[config.mk]
export PLATFORM = sky130hd
export DESIGN_NAME = pc_controller
export DESIGN_NICKNAME = d
export VERILOG_FILES = /design/src/rtl/pc_controller.sv
export SDC_FILE = /design/constraint.sdc
export NUM_CORES = 1
export LEC_CHECK = 0
export CAP_MARGIN = 40
export CORE_MARGIN = 2
export CORE_UTILIZATION = 36
export DETAILED_ROUTE_END_ITERATION = 8
export PLACE_DENSITY = 0.75
export SYNTH_ARGS = -nofsm -noshare
export SYNTH_HDL_FRONTEND = slang
export SYNTH_SLANG_ARGS = --single-unit
[constraint.sdc]
create_clock -name clk -period 1.42 [get_ports clk]
set_input_delay 0.213 -clock clk [delete_from_list [all_inputs] [get_ports clk]]
set_output_delay 0.213 -clock clk [all_outputs]
set_load 0.02 [all_outputs]
[src/rtl/pc_controller.sv]
// Run/halt sequencer that steers the program counter's jump/increment inputs.
// Define PC_CALL_STACK_EN to add the call/return address stack.
module pc_controller #(
    parameter int PC_W        = 8,
    parameter int STACK_DEPTH = 4,
    parameter int CNT_W       = 16
) (
    input  logic             clk,
    input  logic             reset,
    input  logic             start,
    input  logic [PC_W-1:0]  pc,
    input  logic             stall,
    input  logic             halt_req,
    input  logic             branch_req,
    input  logic [PC_W-1:0]  branch_offset,
    input  logic             call_req,
    input  logic             ret_req,
    output logic             jumpEnable,
    output logic [PC_W-1:0]  jump,
    output logic             running,
    output logic             done,
    output logic             err,
    output logic [CNT_W-1:0] retired
);

    typedef enum logic [1:0] {
        IDLE,
        RUN,
        HALT
    } state_t;

    state_t state, state_nx;
    logic retire;
    logic stk_err;
    logic push, pop;
    logic cl, rt;
    logic full, empty;
    logic [PC_W-1:0] top;

`ifdef PC_CALL_STACK_EN
    localparam int SP_W  = $clog2(STACK_DEPTH + 1);
    localparam int IDX_W = (STACK_DEPTH > 1) ? $clog2(STACK_DEPTH) : 1;

    logic [PC_W-1:0] stack [STACK_DEPTH];
    logic [SP_W-1:0] sp;
    logic            err_q;

    assign cl    = call_req;
    assign rt    = ret_req;
    assign full  = (sp == SP_W'(STACK_DEPTH));
    assign empty = (sp == '0);
    assign top   = stack[IDX_W'(sp - SP_W'(1))];
    assign err   = err_q;

    always_ff @(posedge clk) begin
        if (push)
            stack[IDX_W'(sp)] <= pc + PC_W'(1);
    end

    always_ff @(posedge clk) begin
        if (reset) begin
            sp    <= '0;
            err_q <= 1'b0;
        end else begin
            if (push)
                sp <= sp + SP_W'(1);
            else if (pop)
                sp <= sp - SP_W'(1);
            if (stk_err)
                err_q <= 1'b1;
        end
    end
`else
    // Call/return are disabled: requests are masked off and err stays low.
    assign cl    = call_req & 1'b0;
    assign rt    = ret_req & 1'b0;
    assign full  = 1'b0;
    assign empty = 1'b0;
    assign top   = pc;
    assign err   = 1'b0 & (push | pop | stk_err);
`endif

    always_comb begin
        state_nx   = state;
        jumpEnable = 1'b1;
        jump       = '0;
        retire     = 1'b0;
        stk_err    = 1'b0;
        push       = 1'b0;
        pop        = 1'b0;
        unique case (state)
            IDLE: begin
                if (start)
                    state_nx = RUN;
            end
            RUN: begin
                if (stall) begin
                    retire = 1'b0;
                end else if (halt_req) begin
                    retire   = 1'b1;
                    state_nx = HALT;
                end else if (rt) begin
                    if (empty) begin
                        stk_err  = 1'b1;
                        state_nx = HALT;
                    end else begin
                        jump   = top - pc;
                        pop    = 1'b1;
                        retire = 1'b1;
                    end
                end else if (cl) begin
                    if (full) begin
                        stk_err  = 1'b1;
                        state_nx = HALT;
                    end else begin
                        jump   = branch_offset;
                        push   = 1'b1;
                        retire = 1'b1;
                    end
                end else if (branch_req) begin
                    jump   = branch_offset;
                    retire = 1'b1;
                end else begin
                    jumpEnable = 1'b0;
                    retire     = 1'b1;
                end
            end
            HALT: begin
                state_nx = HALT;
            end
            default: begin
                state_nx = IDLE;
            end
        endcase
        // Reset forces a hold so the counter never steps on a reset edge.
        if (reset) begin
            jumpEnable = 1'b1;
            jump       = '0;
            push       = 1'b0;
            pop        = 1'b0;
            stk_err    = 1'b0;
        end
    end

    always_ff @(posedge clk) begin
        if (reset) begin
            state   <= IDLE;
            running <= 1'b0;
            done    <= 1'b0;
            retired <= '0;
        end else begin
            state   <= state_nx;
            running <= (state_nx == RUN);
            done    <= (state_nx == HALT);
            if (retire && !(&retired))
                retired <= retired + CNT_W'(1);
        end
    end

endmodule

# After elaboration in Yosys (flattened, before gate mapping)
# Index checks and enable logic that the tools add are counted.
[word_totals]
regBits = 20
inputBits = 24
out_inout_bits = 28
wordCells = 29
[op_classes]
addsub = 1
n_eq_ne = 4
mux = 16
reduce_logical = 4
[ops]
columns = ["cell", "count"]
rows = [
  ["8-bit 2-to-1 mux", 5],
  ["16-bit by 1-bit adder with 16-bit output, second input constant", 1],
  ["16-bit AND reduction", 1],
  ["1-bit 2-to-1 mux", 7],
  ["2-bit 2-to-1 mux", 3],
  ["2-bit one-hot mux with 3 select lines", 1],
  ["2-bit by 1-bit equality test with 1-bit output, second input constant", 2],
  ["2-bit equality test, second input constant", 2],
  ["2-bit zero test", 1],
  ["1-bit logical AND", 1],
  ["1-bit zero test", 1],
]

# Longest topological paths before layout
# Gate-level depths: netlist of run 1.
[depth]
depth_word = 5
ltp_mapped = 5

# Worst setup path before layout of run 1
# No wires, ideal clock.
[synth_timing]
path_kind = "register -> register"
from = "reg retired[0]"
to = "reg retired[8]"
setup_time_ns = 0.070
arrival_ns = 1.626
t_required_ns = 1.350
setup_slack_ns = -0.277
stages_incl_launch_ff = 6
n_path_buf = 0
period_less_slack_ns = 1.697
path_cell_list = "dfxtp_1 ha_1 and4bb_2 nand2_1 or4_1 a21oi_1"
[synth_between]
elab_chain_len = 3
word_cells_on_any_way = 4
[synth_lines]
columns = ["item", "line", "rtl"]
rows = [
  ["start, declared", "23", "output logic [CNT_W-1:0] retired"],
  ["start signal, assigned", "156", "retired <= retired + CNT_W'(1);"],
  ["branches (longest 3 deep; another with 16-bit by 1-bit adder with 16-bit output)", "-", ""],
]
# Parallel ways; which one is timed is not known.
# A chain may end at the register's enable or synchronous reset.

# Final worst setup path of run 1
[layout_timing]
from = "reg state[1]"
to = "out jumpEnable"
[layout_between]
elab_chain_len = 3
[layout_lines]
columns = ["item", "line", "rtl"]
rows = [
  ["start, declared", "32", "state_t state, state_nx;"],
  ["start signal, assigned", "152", "state <= state_nx;"],
  ["2-bit by 1-bit equality test with 1-bit output", "-", ""],
  ["1-bit 2-to-1 mux", "91", "unique case (state)"],
  ["1-bit 2-to-1 mux", "136", "if (reset) begin"],
  ["end, declared", "18", "output logic jumpEnable,"],
]
# No other way between the ends.

==> run_results.csv, run 1 <==
group,metric,value,unit
outcome,status,"finished with violations",
outcome,failed_checks,"DRC, setup timing",
power_and_ir_drop,seqPwrFrac,0.546,
synth,synth_top_cell_by_area,"dfxtp_1",
drt,vias,1345,
global_route,track_usage,0.222,
place,hpwl,2490,µm
worst_setup_path,crit_buf_inv,2,
place,place_ws,-0.892,ns
final_layout,post-route-util,0.769,
synth,yosysSeqAreaShare,0.371,
timing,setup_violations,24,
cts,cts_hold_buf,0,
drt,drt-total-wl,3670,µm
place,place_area,1830,µm²
min_path,worstHoldStart,"retired[10]$_SDFFE_PP0P_",
cts,clkLatencyLatePin,0.31,ns
timing,clock_skew,0.0138,ns
final_layout,final_common_cell,"buf_4",
timing,post-route-min-period,1.74,ns
power_and_ir_drop,comb_power_share,0.176,
cts,clkSlewWorstSetupHoldPaths,0.10,ns
power_and_ir_drop,power.density,483,nW/µm²
worst_setup_path,cp_data_arrival_time,1.53,ns
synth,syn_avg_cell_area,8.71,µm²
synth,synthTopCellsByArea,"dfxtp_1 37%, a21oi_1 6.5%, o31ai_1 5.6%, and2_1 5.2%, or4_1 4.9%",
drt,wl_per_cell,14.9,µm
floorplan,initial_utilization,0.385,
floorplan,row_count,19,
timing,max_freq,0.575,GHz
synth,netlist_instances,124,
min_path,hp-class,"flip-flop to flip-flop",
global_route,antenna_found_initial,0,
min_path,whs_path_depth,2,
worst_setup_path,crit_family,"simple AND/OR/NAND/NOR gates",
global_route,grt_pass1_wl,5910,µm
worst_setup_path,max_stage_delay,0.41,ns
synth,netlist_area,1080,µm²
cts,tritoncts,"yes",
drt,drtAntennaViolNets,0,
place,io_buffers,40,
final_layout,n_antenna_cell,0,
timing,finalCritPeriodShare,1.23,
worst_setup_path,cpMostUsedCell,"buf_6",
worst_setup_path,crit_path_max_fanout,2,
synth,synth_cell_types,36,
floorplan,dieArea,3450,µm²
global_route,grt_start_max_net_pins,14,
worst_setup_path,critical_path_class,"flip-flop to output pin",
drt,drt_iter0_markers,40,
final_layout,mostFrequentLayoutCells,"41 x buf_4, 18 x buf_6, 17 x dlygate4sd2_1",
power_and_ir_drop,power_leakage,0.949,nW
worst_setup_path,rr_worst_depth,7,
power_and_ir_drop,p_switching,0.000266,W
worst_setup_path,crit_cells,5,
drt,drc_errors,2,
final_layout,fillers,187,
job,drv_cap,0,
timing,drv_slew,0,
worst_setup_path,worstPathRequired,1.21,ns
final_layout,fin_nets,241,
floorplan,die_h,58.8,µm
floorplan,ios,52,
worst_setup_path,crit_path_start_kind,"flip-flop",
power_and_ir_drop,internal-power,0.000776,W
cts,clock_sinks,20,
worst_setup_path,startpoint,"state[1]$_SDFF_PP0_",
worst_setup_path,rrSetupSlack,-0.30,ns
final_layout,syn2layout_area_growth,99.7,%
cts,h-tree-depth,1,
floorplan,fp.coreArea,2810,µm²
timing,finalSetupTns,-4.90,ns
global_route,grt_pass1_vias,1369,
power_and_ir_drop,power.share.switching,0.255,
final_layout,design_area,2160,µm²
worst_setup_path,worstReg2RegStart,"state[1]$_SDFF_PP0_",
worst_setup_path,crit_chain,"nor2_4, nand2_4, buf_6, or4_4, buf_6",
place,gp_congestion,0.778,
timing,finalHoldViolCount,0,
drt,firstDrtPassIters,6,
worst_setup_path,crit_slowest_cell,"or4_4",
cts,cts_made_buffers,3,
timing,fin_ws,-0.321,ns
power_and_ir_drop,p_clk_frac,0.278,
timing,grt_setup_unrepaired,"yes",
cts,cts_buffer_depth,2,
synth,synth.top_cell.area_share,0.371,
global_route,grt-ovfl-total,0,
floorplan,die_w,58.8,µm
final_layout,drive_above_1_share,0.567,
synth,ys_ff_latch,20,
synth,syn-num-nets,149,
synth,synth_warnings,0,
power_and_ir_drop,irDropWorstVdd,329,µV
drt,vias_per_cell,5.47,
worst_setup_path,end_kind,"output pin",
cts,root_buffer,"clkbuf_4",
==> cell families after synthesis <==
group           synth area share
fa+ha+maj                 0.0116
compound gates             0.149
buf+inv                   0.0209
other cells              0.00347
mux                       0.0498
simple gates               0.394
flops                      0.371
==> flip-flops by register name (all words and copies together), names as in the netlist <==
name / count
done: 1
retired: 16
running: 1
state: 2
==> synth_stat cells <==
cell type,n
conb_1,1
ha_1,1
and2_1,9
nand3b_1,1
nand3_1,7
and4bb_2,1
buf_4,1
inv_1,2
mux2_2,1
clkbuf_1,1
or4_1,7
mux2i_1,2
nor4_2,1
nor3b_4,1
nand2_1,8
nor4b_2,1
nor2_1,6
nor2b_1,3
o31ai_1,8
and4b_1,1
dfxtp_1,20
mux2_1,2
o21ai_0,3
and4_1,1
a21boi_1,1
nor3_1,2
and4_4,1
and3_1,1
a21oi_1,14
buf_1,1
nand4_1,4
nand4_2,1
nor3_2,1
o41ai_1,1
nand2b_1,3
or3_1,5
==> power by group through the flow <==
stage	sequential (W)	clock (W)	combinational, W
2_1_floorplan	0.000593	0	0.0000454
3_3_place_gp	0.000580	0	0.000146
3_5_place_dp	0.000580	0	0.000151
4_1_cts	0.000569	0.000294	0.000178
5_1_grt	0.000570	0.000312	0.000197
6_report	0.000569	0.000290	0.000183
==> worst register-to-register path, delay by kind of cell, from the launching register on <==
family	cells	cell delay, ns
AO/OA/AOI/OAI	1	0.14
AND/OR/NAND/NOR	3	0.77
flip-flops	1	0.37
buffers and inverters	3	0.40
==> through the flow <==
stage	instances	total power [W]	hold slack, ns
6_report	246	0.00104	0.511
3_3_place_gp	226	0.000726	0.495
4_1_cts	241	0.00104	0.535
3_5_place_dp	226	0.000731	0.506
5_1_grt	246	0.00108	0.529
2_1_floorplan	124	0.000639	0.383
==> area by class of cell <==
type | count | area [µm²] | area share
Tap cell | 31 | 38.8 | 0.0180
Inverter | 2 | 7.51 | 0.00348
Clock buffer | 4 | 26.3 | 0.0122
Multi-Input combinational cell | 99 | 845 | 0.392
Timing Repair Buffer | 90 | 800 | 0.371
Sequential cell | 20 | 439 | 0.204
==> metal layers <==
metal  up-vias  GRT usage  routed length (µm)  part of all wire
met3         5     0.0440                 211             0.057
met4         0     0.0649                  46             0.013
li1        652          -                   -                 -
met5         -          0                   0                 0
met2        52      0.430                1970              0.54
met1       636      0.237                1440              0.39
==> path summary, 6_finish.rpt <==
path,end
setup / recovery,jumpEnable
hold / removal,retired[10]$_SDFFE_PP0P_
setup reg to reg,retired[3]$_SDFFE_PP0P_
hold reg to reg,retired[10]$_SDFFE_PP0P_
==> repair_timing <==
action	CTS	global route
setup endpoints to repair	43	27
buffers inserted	11	6
pin swaps	22	15
resized for setup	102	23
Note: power is estimated with default switching activity, not from simulation.
==> run 2: changes to the inputs <==
--- a/config.mk
+++ b/config.mk
@@ -10,6 +10,7 @@
 export CORE_UTILIZATION = 36
 export DETAILED_ROUTE_END_ITERATION = 8
 export PLACE_DENSITY = 0.75
+export SKIP_LAST_GASP = 1
 export SYNTH_ARGS = -nofsm -noshare
 export SYNTH_HDL_FRONTEND = slang
 export SYNTH_SLANG_ARGS = --single-unit
==> run_results.csv, run 2 (synthesis gave the netlist of run 1 again) <==
group,metric,value,unit
floorplan,row_count,19,
floorplan,ios,52,
final_layout,largest_reg_flops,16,
timing,clock_skew,0.0122,ns
timing,finalHoldViolCount,0,
floorplan,die_h,58.8,µm
cts,cts_buffer_depth,2,
worst_setup_path,cpMostUsedCell,"buf_6",
drt,vias,1340,
cts,cts_made_buffers,3,
floorplan,initial_utilization,0.385,
min_path,hp-class,"flip-flop to flip-flop",
power_and_ir_drop,finalPower,0.00104,W
place,io_buffers,40,
worst_setup_path,crit_path_max_fanout,2,
power_and_ir_drop,power.density,485,nW/µm²
drt,drt_iter0_markers,34,
final_layout,fin_nets,241,
floorplan,fp.coreArea,2810,µm²
cts,clkSlewWorstSetupHoldPaths,0.10,ns
global_route,grt_pass1_vias,1357,
global_route,gr-usage-met1,0.235,
cts,tritoncts,"yes",
place,place_area,1830,µm²
cts,h-tree-depth,1,
final_layout,largest_register,"retired",
timing,drv_slew,0,
final_layout,mostFrequentLayoutCells,"42 x buf_4, 18 x dlygate4sd2_1, 17 x buf_6",
global_route,busiest_layer,"met2",
final_layout,syn2layout_area_growth,99.2,%
timing,post-route-min-period,1.77,ns
power_and_ir_drop,power_leakage,0.952,nW
worst_setup_path,worstPathRequired,1.21,ns
global_route,use_met2,0.421,
drt,drtAntennaViolNets,0,
timing,setup_violations,25,
worst_setup_path,crit_chain,"nor2_4, nand2_4, buf_6, or4_4, buf_6",
global_route,antenna_found_initial,0,
job,drv_cap,0,
drt,wl_per_cell,15.0,µm
global_route,grt-ovfl-total,0,
timing,finalCritPeriodShare,1.25,
outcome,status,"finished with violations",
drt,firstDrtPassIters,6,
final_layout,n_antenna_cell,0,
final_layout,top_regs,"retired x16, state x2",
global_route,grt_start_max_net_pins,14,
floorplan,die_w,58.8,µm
cts,root_buffer,"clkbuf_4",
final_layout,design_area,2150,µm²
place,hpwl,2490,µm
worst_setup_path,crit_path_start_kind,"flip-flop",
worst_setup_path,critical_path_class,"flip-flop to output pin",
place,gp_congestion,0.778,
final_layout,post-route-util,0.767,
global_route,grt.met3_usage,0.0440,
drt,drt-total-wl,3700,µm
worst_setup_path,end_kind,"output pin",
outcome,failed_checks,"DRC, setup timing",
worst_setup_path,crit_slowest_cell,"or4_4",
drt,drc_errors,2,
cts,clkLatencyLatePin,0.31,ns
power_and_ir_drop,irDropWorstVdd,329,µV
global_route,grt_pass1_wl,5820,µm
floorplan,dieArea,3450,µm²
worst_setup_path,cp_data_arrival_time,1.56,ns
final_layout,drive_above_1_share,0.567,
final_layout,fillers,188,
drt,vias_per_cell,5.45,
timing,fin_ws,-0.352,ns
global_route,track_usage,0.218,
worst_setup_path,max_stage_delay,0.41,ns
timing,grt_setup_unrepaired,"yes",
cts,clock_sinks,20,
final_layout,final_common_cell,"buf_4",
timing,max_freq,0.564,GHz
==> run 2: cell types whose count changed in the layout (fill, tap and decap cells not counted), sizes merged <==
cell	delta
clkdlybuf4s15	-1
dlygate4sd2	+1
==> run 2: worst max-delay path: cells and delay by family, from the launching register on <==
| family | cells | cell delay, ns |
|---|---|---|
| buf+inv | 2 | 0.27 |
| flops | 1 | 0.37 |
| simple gates | 3 | 0.62 |
==> run 2: cell type report <==
class                           instances  area (µm²)  share of cell area
Multi-Input combinational cell         99         845               0.393
Timing Repair Buffer                   90         795               0.369
Sequential cell                        20         439               0.204
Tap cell                               31        38.8              0.0180
Clock buffer                            4        26.3              0.0122
Inverter                                2        7.51             0.00349
==> run 2: path summary, 6_finish.rpt <==
| check | start | to | slack, ns | depth (start not counted) |
|---|---|---|---|---|
| worst max-delay path | state[1]$_SDFF_PP0_ | jumpEnable | -0.35 | 5 |
| worst min-delay path | retired[10]$_SDFFE_PP0P_ | retired[10]$_SDFFE_PP0P_ | 0.51 | 2 |
| worst max register to register | state[1]$_SDFF_PP0_ | retired[3]$_SDFFE_PP0P_ | -0.30 | 7 |
| worst min register to register | retired[10]$_SDFFE_PP0P_ | retired[10]$_SDFFE_PP0P_ | 0.51 | 2 |
==> run 2: layer usage <==
| layer | wire (µm) | part of all wire |
|---|---|---|
| met2 | 1990 | 0.54 |
| met3 | 225 | 0.061 |
| met4 | 66 | 0.018 |
| met1 | 1420 | 0.38 |
| met5 | 0 | 0 |
==> run 2: timing repair <==
action | in CTS | in global routing
setup buffers | 11 | 6
pin swaps | 22 | 15
setup endpoints to repair | 43 | 27
gates resized for setup | 101 | 22
hold buffers | 0 | 0
==> run 2: power breakdown <==
group	total [W]	internal, W	switching (W)	leakage, nW
Sequential	0.000569	0.000560	0.00000839	0.172
Clock	0.000291	0.000110	0.000181	0.0150
Combinational	0.000183	0.000105	0.0000777	0.765
==> run 2: per-stage QoR <==
| step | setup WS, ns | TNS [ns] | cells | hold slack, ns |
|---|---|---|---|---|
| after floorplan | -0.0586 | -0.457 | 124 | 0.383 |
| after detailed placement | -0.892 | -14.32 | 226 | 0.506 |
| after CTS | -0.322 | -5.66 | 241 | 0.535 |
| after global routing | -0.415 | -6.94 | 246 | 0.522 |
| after global placement | -0.801 | -12.65 | 226 | 0.495 |
| final | -0.352 | -5.25 | 246 | 0.511 |
